--- config.mk ---
export PLATFORM = sky130hd
export DESIGN_NAME = aqp_audio_fifo
export DESIGN_NICKNAME = d
export VERILOG_FILES = /design/src/rtl/aqp_audio_fifo.sv
export SDC_FILE = /design/constraint.sdc
export NUM_CORES = 2
export LEC_CHECK = 0
export ABC_AREA = 1
export CORE_MARGIN = 2
export CORE_UTILIZATION = 36
export DETAILED_ROUTE_END_ITERATION = 7
export PLACE_DENSITY = 0.5
export SLEW_MARGIN = 40
export SYNTH_ARGS = -nofsm -noshare
export SYNTH_HDL_FRONTEND = slang
export SYNTH_SLANG_ARGS = --single-unit
--- constraint.sdc ---
create_clock -name clk -period 4.27 [get_ports clk]
set_input_delay 0.854 -clock clk [delete_from_list [all_inputs] [get_ports clk]]
set_output_delay 0.854 -clock clk [all_outputs]
set_load 0.05 [all_outputs]
--- src/rtl/aqp_audio_fifo.sv ---
// Stereo sample FIFO with a fixed-rate pacer that releases one L/R sample per period
// to the PWM DAC, plus sticky overflow/underflow status and a low-water interrupt.
module aqp_audio_fifo #(
    parameter int ADDR_W = 6,
    parameter int DIV    = 649
) (
    input  logic              clk,
    input  logic              reset,
    input  logic              enable,
    input  logic              flush,
    input  logic [31:0]       wr_data,
    input  logic              wr_en,
    input  logic [ADDR_W:0]   lowwater,
    input  logic              clr_status,
    output logic [ADDR_W:0]   level,
    output logic              full,
    output logic              overflow,
    output logic              underflow,
    output logic              irq,
    output logic [15:0]       audio_l,
    output logic [15:0]       audio_r,
    output logic              sample_stb
);

    localparam int                DEPTH      = 2 ** ADDR_W;
    localparam int                DIV_W      = $clog2(DIV);
    localparam logic [DIV_W-1:0]  DIV_LAST   = DIV_W'(DIV - 1);
    localparam logic [ADDR_W:0]   LEVEL_FULL = (ADDR_W + 1)'(DEPTH);
    localparam logic [ADDR_W:0]   LEVEL_ZERO = (ADDR_W + 1)'(0);

    logic [31:0]        mem_r [DEPTH];
    logic [ADDR_W-1:0]  wr_ptr_r;
    logic [ADDR_W-1:0]  rd_ptr_r;
    logic [ADDR_W:0]    level_r;
    logic [ADDR_W:0]    level_next_s;
    logic [DIV_W-1:0]   div_r;
    logic [DIV_W-1:0]   div_next_s;
    logic               full_r;
    logic               overflow_r;
    logic               underflow_r;
    logic               irq_r;
    logic               stb_r;
    logic [15:0]        audio_l_r;
    logic [15:0]        audio_r_r;
    logic               tick_s;
    logic               push_s;
    logic               pop_s;
    logic               drop_s;
    logic               empty_tick_s;

    // Pacer tick, push/pop qualification and next-state level/divider.
    // full is the registered value, so a push while full is dropped even if a pop
    // frees a slot in the same cycle; flush beats both push and pop.
    always_comb begin
        tick_s       = enable && (div_r == DIV_LAST);
        drop_s       = wr_en && full_r;
        push_s       = wr_en && !full_r && !flush;
        pop_s        = tick_s && (level_r != LEVEL_ZERO) && !flush;
        empty_tick_s = tick_s && (level_r == LEVEL_ZERO);

        if (!enable) begin
            div_next_s = DIV_W'(0);
        end else if (tick_s) begin
            div_next_s = DIV_W'(0);
        end else begin
            div_next_s = div_r + DIV_W'(1);
        end

        if (flush) begin
            level_next_s = LEVEL_ZERO;
        end else begin
            case ({push_s, pop_s})
                2'b10:   level_next_s = level_r + (ADDR_W + 1)'(1);
                2'b01:   level_next_s = level_r - (ADDR_W + 1)'(1);
                default: level_next_s = level_r;
            endcase
        end
    end

    // Sample storage; contents need no reset because the pointers define validity.
    always_ff @(posedge clk) begin
        if (!reset && push_s) begin
            mem_r[wr_ptr_r] <= wr_data;
        end
    end

    // Pointers, level, status, pacer and DAC-facing output registers.
    always_ff @(posedge clk) begin
        if (reset) begin
            wr_ptr_r    <= ADDR_W'(0);
            rd_ptr_r    <= ADDR_W'(0);
            level_r     <= LEVEL_ZERO;
            full_r      <= 1'b0;
            overflow_r  <= 1'b0;
            underflow_r <= 1'b0;
            irq_r       <= 1'b0;
            stb_r       <= 1'b0;
            audio_l_r   <= 16'h0000;
            audio_r_r   <= 16'h0000;
            div_r       <= DIV_W'(0);
        end else begin
            if (flush) begin
                wr_ptr_r <= ADDR_W'(0);
                rd_ptr_r <= ADDR_W'(0);
            end else begin
                if (push_s) begin
                    wr_ptr_r <= wr_ptr_r + ADDR_W'(1);
                end
                if (pop_s) begin
                    rd_ptr_r <= rd_ptr_r + ADDR_W'(1);
                end
            end

            if (pop_s) begin
                audio_l_r <= mem_r[rd_ptr_r][31:16];
                audio_r_r <= mem_r[rd_ptr_r][15:0];
            end

            // A set event in the same cycle as clr_status keeps the bit set.
            if (drop_s) begin
                overflow_r <= 1'b1;
            end else if (clr_status) begin
                overflow_r <= 1'b0;
            end

            if (empty_tick_s) begin
                underflow_r <= 1'b1;
            end else if (clr_status) begin
                underflow_r <= 1'b0;
            end

            level_r <= level_next_s;
            full_r  <= (level_next_s == LEVEL_FULL);
            irq_r   <= enable && (level_next_s <= lowwater);
            stb_r   <= tick_s;
            div_r   <= div_next_s;
        end
    end

    assign level      = level_r;
    assign full       = full_r;
    assign overflow   = overflow_r;
    assign underflow  = underflow_r;
    assign irq        = irq_r;
    assign audio_l    = audio_l_r;
    assign audio_r    = audio_r_r;
    assign sample_stb = stb_r;

endmodule

Yosys cells after proc, flatten, opt, wreduce, memory -nomap -nowiden. Memories as Yosys holds them, arrays and structs flattened. A register that Yosys moved wholly into a read port is not among the register bits. Index checks and enable logic that the tools add are counted. Widths: inputs -> output; s select.

$add $sub $neg: 5. Multipliers: 0. Divide/modulo/power cells: 0. Magnitude comparators: 1. Equal/unequal tests: 4. Shift-type cells: 0. Mux-type cells: 7. Bitwise logic cells: 1. Reduce and logical (&&, ||, !) cells: 18.

Operators with widths (count): $pmux 7 s2 (1); $add 6x1->6 const B (2); $add 10x1->10 const B (1); $eq 10x10->1 const B (1); $logic_and 1x1->1 (9); $add 7x1->7 const B (1); $eq 7x7->1 const B (1); $le 7x7->1 (1); $logic_not 7->1 (1); $mux 7 (1); $reduce_bool 7->1 (1); $sub 7x1->7 const B (1); $mux 1 (5); $reduce_bool 2->1 (2); $logic_not 1->1 (3); $reduce_or 3->1 (1); $eq 2x1->1 const B (1); $eq 2x2->1 const B (1); $reduce_or 2->1 (1); $not 1->1 (1).

Register bits: 34. Bits in latches: 0. RAM bits: 2048. Memory bits (read-only): 0. Bits of input ports: 45. Word-level logic and storage cells: 46. Memories kept: 1.

Memories: mem_r (words 64, bits a word 32, rd ports 1, clocked after memory_dff 1, wr ports 1, line 31) `logic [31:0] mem_r [DEPTH];`.

Longest topological paths before layout.
Word-level depth: 9. Mapped depth: 25.

Worst setup path before layout. OpenSTA, ideal clock, no wires.

Path kind: input to register. From: in enable. To: reg irq_r, in the netlist irq. Setup time: 0.130 ns. Arrival time: 3.594 ns. Data required time: 4.140 ns. Path slack: 0.546 ns. Stages on the path: 25. Buffers on the path: 1. Cell sequence: inv_1 > nor2_1 > nand2_1 > nor3_1 > nand3_1 > inv_2 > buf_2 > ha_1 > ha_1 > inv_1 > o21bai_1 > nand2_1 > nand3_1 > nand2_1 > nand2_1 > nand2_1 > o21ai_0 > nand2_1 > inv_1 > ha_1 > nand2_1 > nor2_1 > nand2_1 > a22oi_1 > nor3_1.

Cells in the longest elaborated chain, start to end: 8. Elaborated cells on any way between the ends: 9.

Ends and longest elaborated chain: from (decl) (line 9) `input logic enable,`; $logic_and 1x1->1 (*) (line 55) `tick_s = enable && (div_r == DIV_LAST);`; $logic_and 1x1->1 (*) (2 in a row) (line 58) `pop_s = tick_s && (level_r != LEVEL_ZERO) && !flush;`; via pop_s (line 47) `logic pop_s;`; $eq 2x1->1 or $eq 2x2->1 (tied branches) (line 72) `case ({push_s, pop_s})`; $pmux 7 s2 (*) (line 72); $mux 7 (*) (line 69) `if (flush) begin`; via level_next_s[6] (line 35) `logic [ADDR_W:0] level_next_s;`; $le 7x7->1 (*) (line 134) `irq_r <= enable && (level_next_s <= lowwater);`; $logic_and 1x1->1 (*) (line 134); to (signal assigned) (line 134); to (decl) (line 41) `logic irq_r;`.

Mark *: on every way through the listed nets, which the timed path passes. The rest lies on a longest branch. A chain may end at the register's enable or synchronous reset.

Worst setup path in the final report.
From: reg div_r[0]. To: reg irq_r, in the netlist irq.

Cells in the longest elaborated chain, start to end: 9. Elaborated cells on any way between the ends: 10.

Ends and longest elaborated chain: from (decl) (line 36) `logic [DIV_W-1:0] div_r;`; from (signal assigned) (line 136) `div_r <= div_next_s;`; $eq 10x10->1 (*) (line 55); $logic_and 1x1->1 (*) (line 55); $logic_and 1x1->1 (*) (2 in a row) (line 58); $eq 2x1->1 or $eq 2x2->1 (tied branches) (line 72); $pmux 7 s2 (*) (line 72); $mux 7 (*) (line 69); via level_next_s[6] (line 35); $le 7x7->1 (*) (line 134); $logic_and 1x1->1 (*) (line 134).

Marked as above.

==> flow_summary.json <==
{
  "crit_type": "reg2reg",
  "synthToLayoutAreaGrowth_pct": 14.4,
  "drt-vias-per-instance": 5.02,
  "drtAntennaViolNets": 0,
  "nets": 8100,
  "grtUsageTotal_pct": 20.5,
  "final_cell_area_mm2": 0.100,
  "hold_viol": 0,
  "final_cell_mix": "nand2_1 (2268), edfxtp_1 (2048), nor2_1 (1026)",
  "holdPathStages": 1,
  "syn-num-nets": 8000,
  "synth.top_cell.area_share_pct": 70.3,
  "first_pass_iters": 7,
  "place_congestion": 0.809,
  "rows": 180,
  "intPower_mw": 33.3,
  "finalCoreUtilization_pct": 41.5,
  "die-area_mm2": 0.247,
  "wire_per_inst_um": 22.6,
  "status": "finished, final reports clean",
  "seqPwrFrac_pct": 54.4,
  "final_common_cell": "nand2_1",
  "grt_pass1_vias": 55000,
  "powerDensity_mw_per_mm2": 418,
  "crit_fanout": 7,
  "swShare_pct": 20.4,
  "maxSlewHeadroom_pct": 40.9,
  "fin_crit_sh_pct": 81.4,
  "start_util_pct": 36.3,
  "hp-start": "wr_data[28]",
  "finalClockSkew_ps": 31.5,
  "post-route-drc-count": 0,
  "clkSinkCount": 2114,
  "grt_max_degree": 183,
  "avgSynthCellArea_um2": 11.0,
  "worstHoldEndpoint": "mem_r[56][28]$_DFFE_PP_",
  "clockBufferDepth": 3,
  "yosysTopAreaCell": "edfxtp_1",
  "dieWidth_um": 497,
  "clock.fmax_ghz": 0.288,
  "combPwrFrac_pct": 1.4,
  "cts_tree": "done",
  "drtIter0Drc": 5094,
  "period_needed_ps": 3470,
  "synth-edff-count": 2048,
  "ctsHoldBuffers": 0,
  "syn_inst": 7937,
  "grt_first_pass_wirelength_um": 380000,
  "slew_viol_final": 0,
  "r2r_cells": 24,
  "wl_um": 258000,
  "hold_path_class": "in2reg",
  "arrival_ps": 4220,
  "overflow": 0,
  "fillerInstances": 22800,
  "design.core.area_mm2": 0.241,
  "antenna_found_initial": 15,
  "p_sw_mw": 8.54,
  "rsz0062_at_grt": "no",
  "cp-start-kind": "register",
  "crit_required_ps": 5010,
  "drv_cap": 0,
  "yosys_most_used_dff": "edfxtp_1",
  "worst-r2r-setup-slack_ps": 800,
  "die_h_um": 497,
  "r2r_start": "div_r[0]$_SDFF_PP0_",
  "synth.distinct_cells": 34,
  "clock-root-buffer": "clkbuf_16",
  "leakage_nw": 36.9,
  "ir_drop_mv": 0.477,
  "yosys_warnings": 0,
  "io_pins": 89,
  "seq_area_frac_synth_pct": 71.8,
  "cts.clk_slew.worst_paths_ps": 60,
  "yosys-top-cells-area": "edfxtp_1 (70%), nand2_1 (9.7%), nand3_1 (4.9%)",
  "syn_area_mm2": 0.0875,
  "yosys_register_bits": 2114,
  "clk_latency_ps": 870,
  "hpwl_um": 144000,
  "layout-drive-gt1-share_pct": 7.99,
  "pwr-share-clk_pct": 44.2,
  "cts_buffers": 224,
  "post_dp_cell_area_mm2": 0.0932,
  "post_cts_buffers": 0,
  "vias": 57300,
  "reg2reg_to": "irq$_SDFF_PP0_",
  "htree_levels": 4,
  "crit_path_end_kind": "register",
  "async_flop_share_pct": 0,
  "portBuffers": 88,
  "setup_violations": 0,
  "worst_pin_slew_ps": 887,
  "cts_resized": 0
}
## state kept, by name (all words and copies together) (netlist names), 6 cells and up
signal and flops:
div_r 10, rd_ptr_r 6, level 7, mem_r 2048
wr_ptr_r 6, audio_r 16, audio_l 16
## through the flow
step | setup slack (ps) | hold WS (ps) | total power [mW] | setup TNS [ps] | instances
detailed placement | -65.8 | 448 | 23.8 | -65.8 | 11000
global placement | -143 | 433 | 23.8 | -143 | 11000
CTS | 777 | 333 | 42.2 | 0 | 11400
floorplan | 546 | 417 | 23.3 | 0 | 7937
finish | 796 | 413 | 41.8 | 0 | 11400
global route | 421 | 361 | 43.0 | 0 | 11400
## layout make-up
class | instances | area [um^2] | share of cell area, %
clock buffer | 305 | 6090 | 6.09
timing repair buffer | 320 | 3430 | 3.43
clock inverter | 104 | 732 | 0.731
antenna | 10 | 25.0 | 0.0250
multi-input combinational | 4903 | 21200 | 21.1
sequential | 2114 | 62800 | 62.8
tap | 3185 | 3990 | 3.98
inverter | 474 | 1830 | 1.83
## how the worst max path moves through the flow
stage | startpoint | end
6_report | div_r[0]$_SDFF_PP0_ | irq$_SDFF_PP0_
5_1_grt | enable | irq$_SDFF_PP0_
4_1_cts | div_r[0]$_SDFF_PP0_ | irq$_SDFF_PP0_
3_5_place_dp | enable | irq$_SDFF_PP0_
3_3_place_gp | enable | irq$_SDFF_PP0_
2_1_floorplan | enable | irq$_SDFF_PP0_
## power groups by stage
stage               clock network (mW)  logic [mW]  registers, mW
floorplan                            0      0.0730           23.2
detailed placement                   0       0.613           23.2
global route                      19.6       0.655           22.7
finish                            18.5       0.605           22.7
global placement                     0       0.590           23.2
CTS                               18.8       0.613           22.7
## worst max-delay path, cell delays in order, from the launching register on
cell and delay [ps]:
dfxtp_1 350, inv_1 70, ha_1 190, nand4_1 100, nor3_1 50, buf_4 130, nand3_1 100, inv_2 50
ha_1 300, buf_4 190, fa_1 420, nand4_1 150, nand3_1 100, nand2_1 60, nand2_1 50, nand2_1 50
o21ai_0 120, nand2_1 80, inv_1 40, ha_1 280, nand2_1 70, nor2_1 140, nand2_1 70, a22oi_1 160
nor3_1 60
## per-layer routing
layer	global-route usage (%)	part of all wire [%]	vias up
met5	0	0.0062	-
met3	2.73	5.3	321
met1	28.8	45	28500
li1	-	-	27000
met2	33.9	48	1522
met4	4.78	2.0	2
## synth_stat cells (33+ instances only)
cell type / count
buf_2: 186
inv_1: 467
edfxtp_1: 2048
a21oi_1: 149
o21ai_0: 423
clkbuf_1: 148
buf_1: 51
nor2_1: 1090
nand3_1: 857
dfxtp_1: 66
nand2_1: 2268
o21a_1: 33
## kinds of logic after synthesis
group | synth area share [%]
and+or+nand+nor | 19.6
buffers and inverters | 4.60
xor gates and xnor gates | 0.0601
DFF | 71.8
AOI/OAI and AO/OA | 3.66
adders and majority gates | 0.266
(Power assumes the default switching activity.)
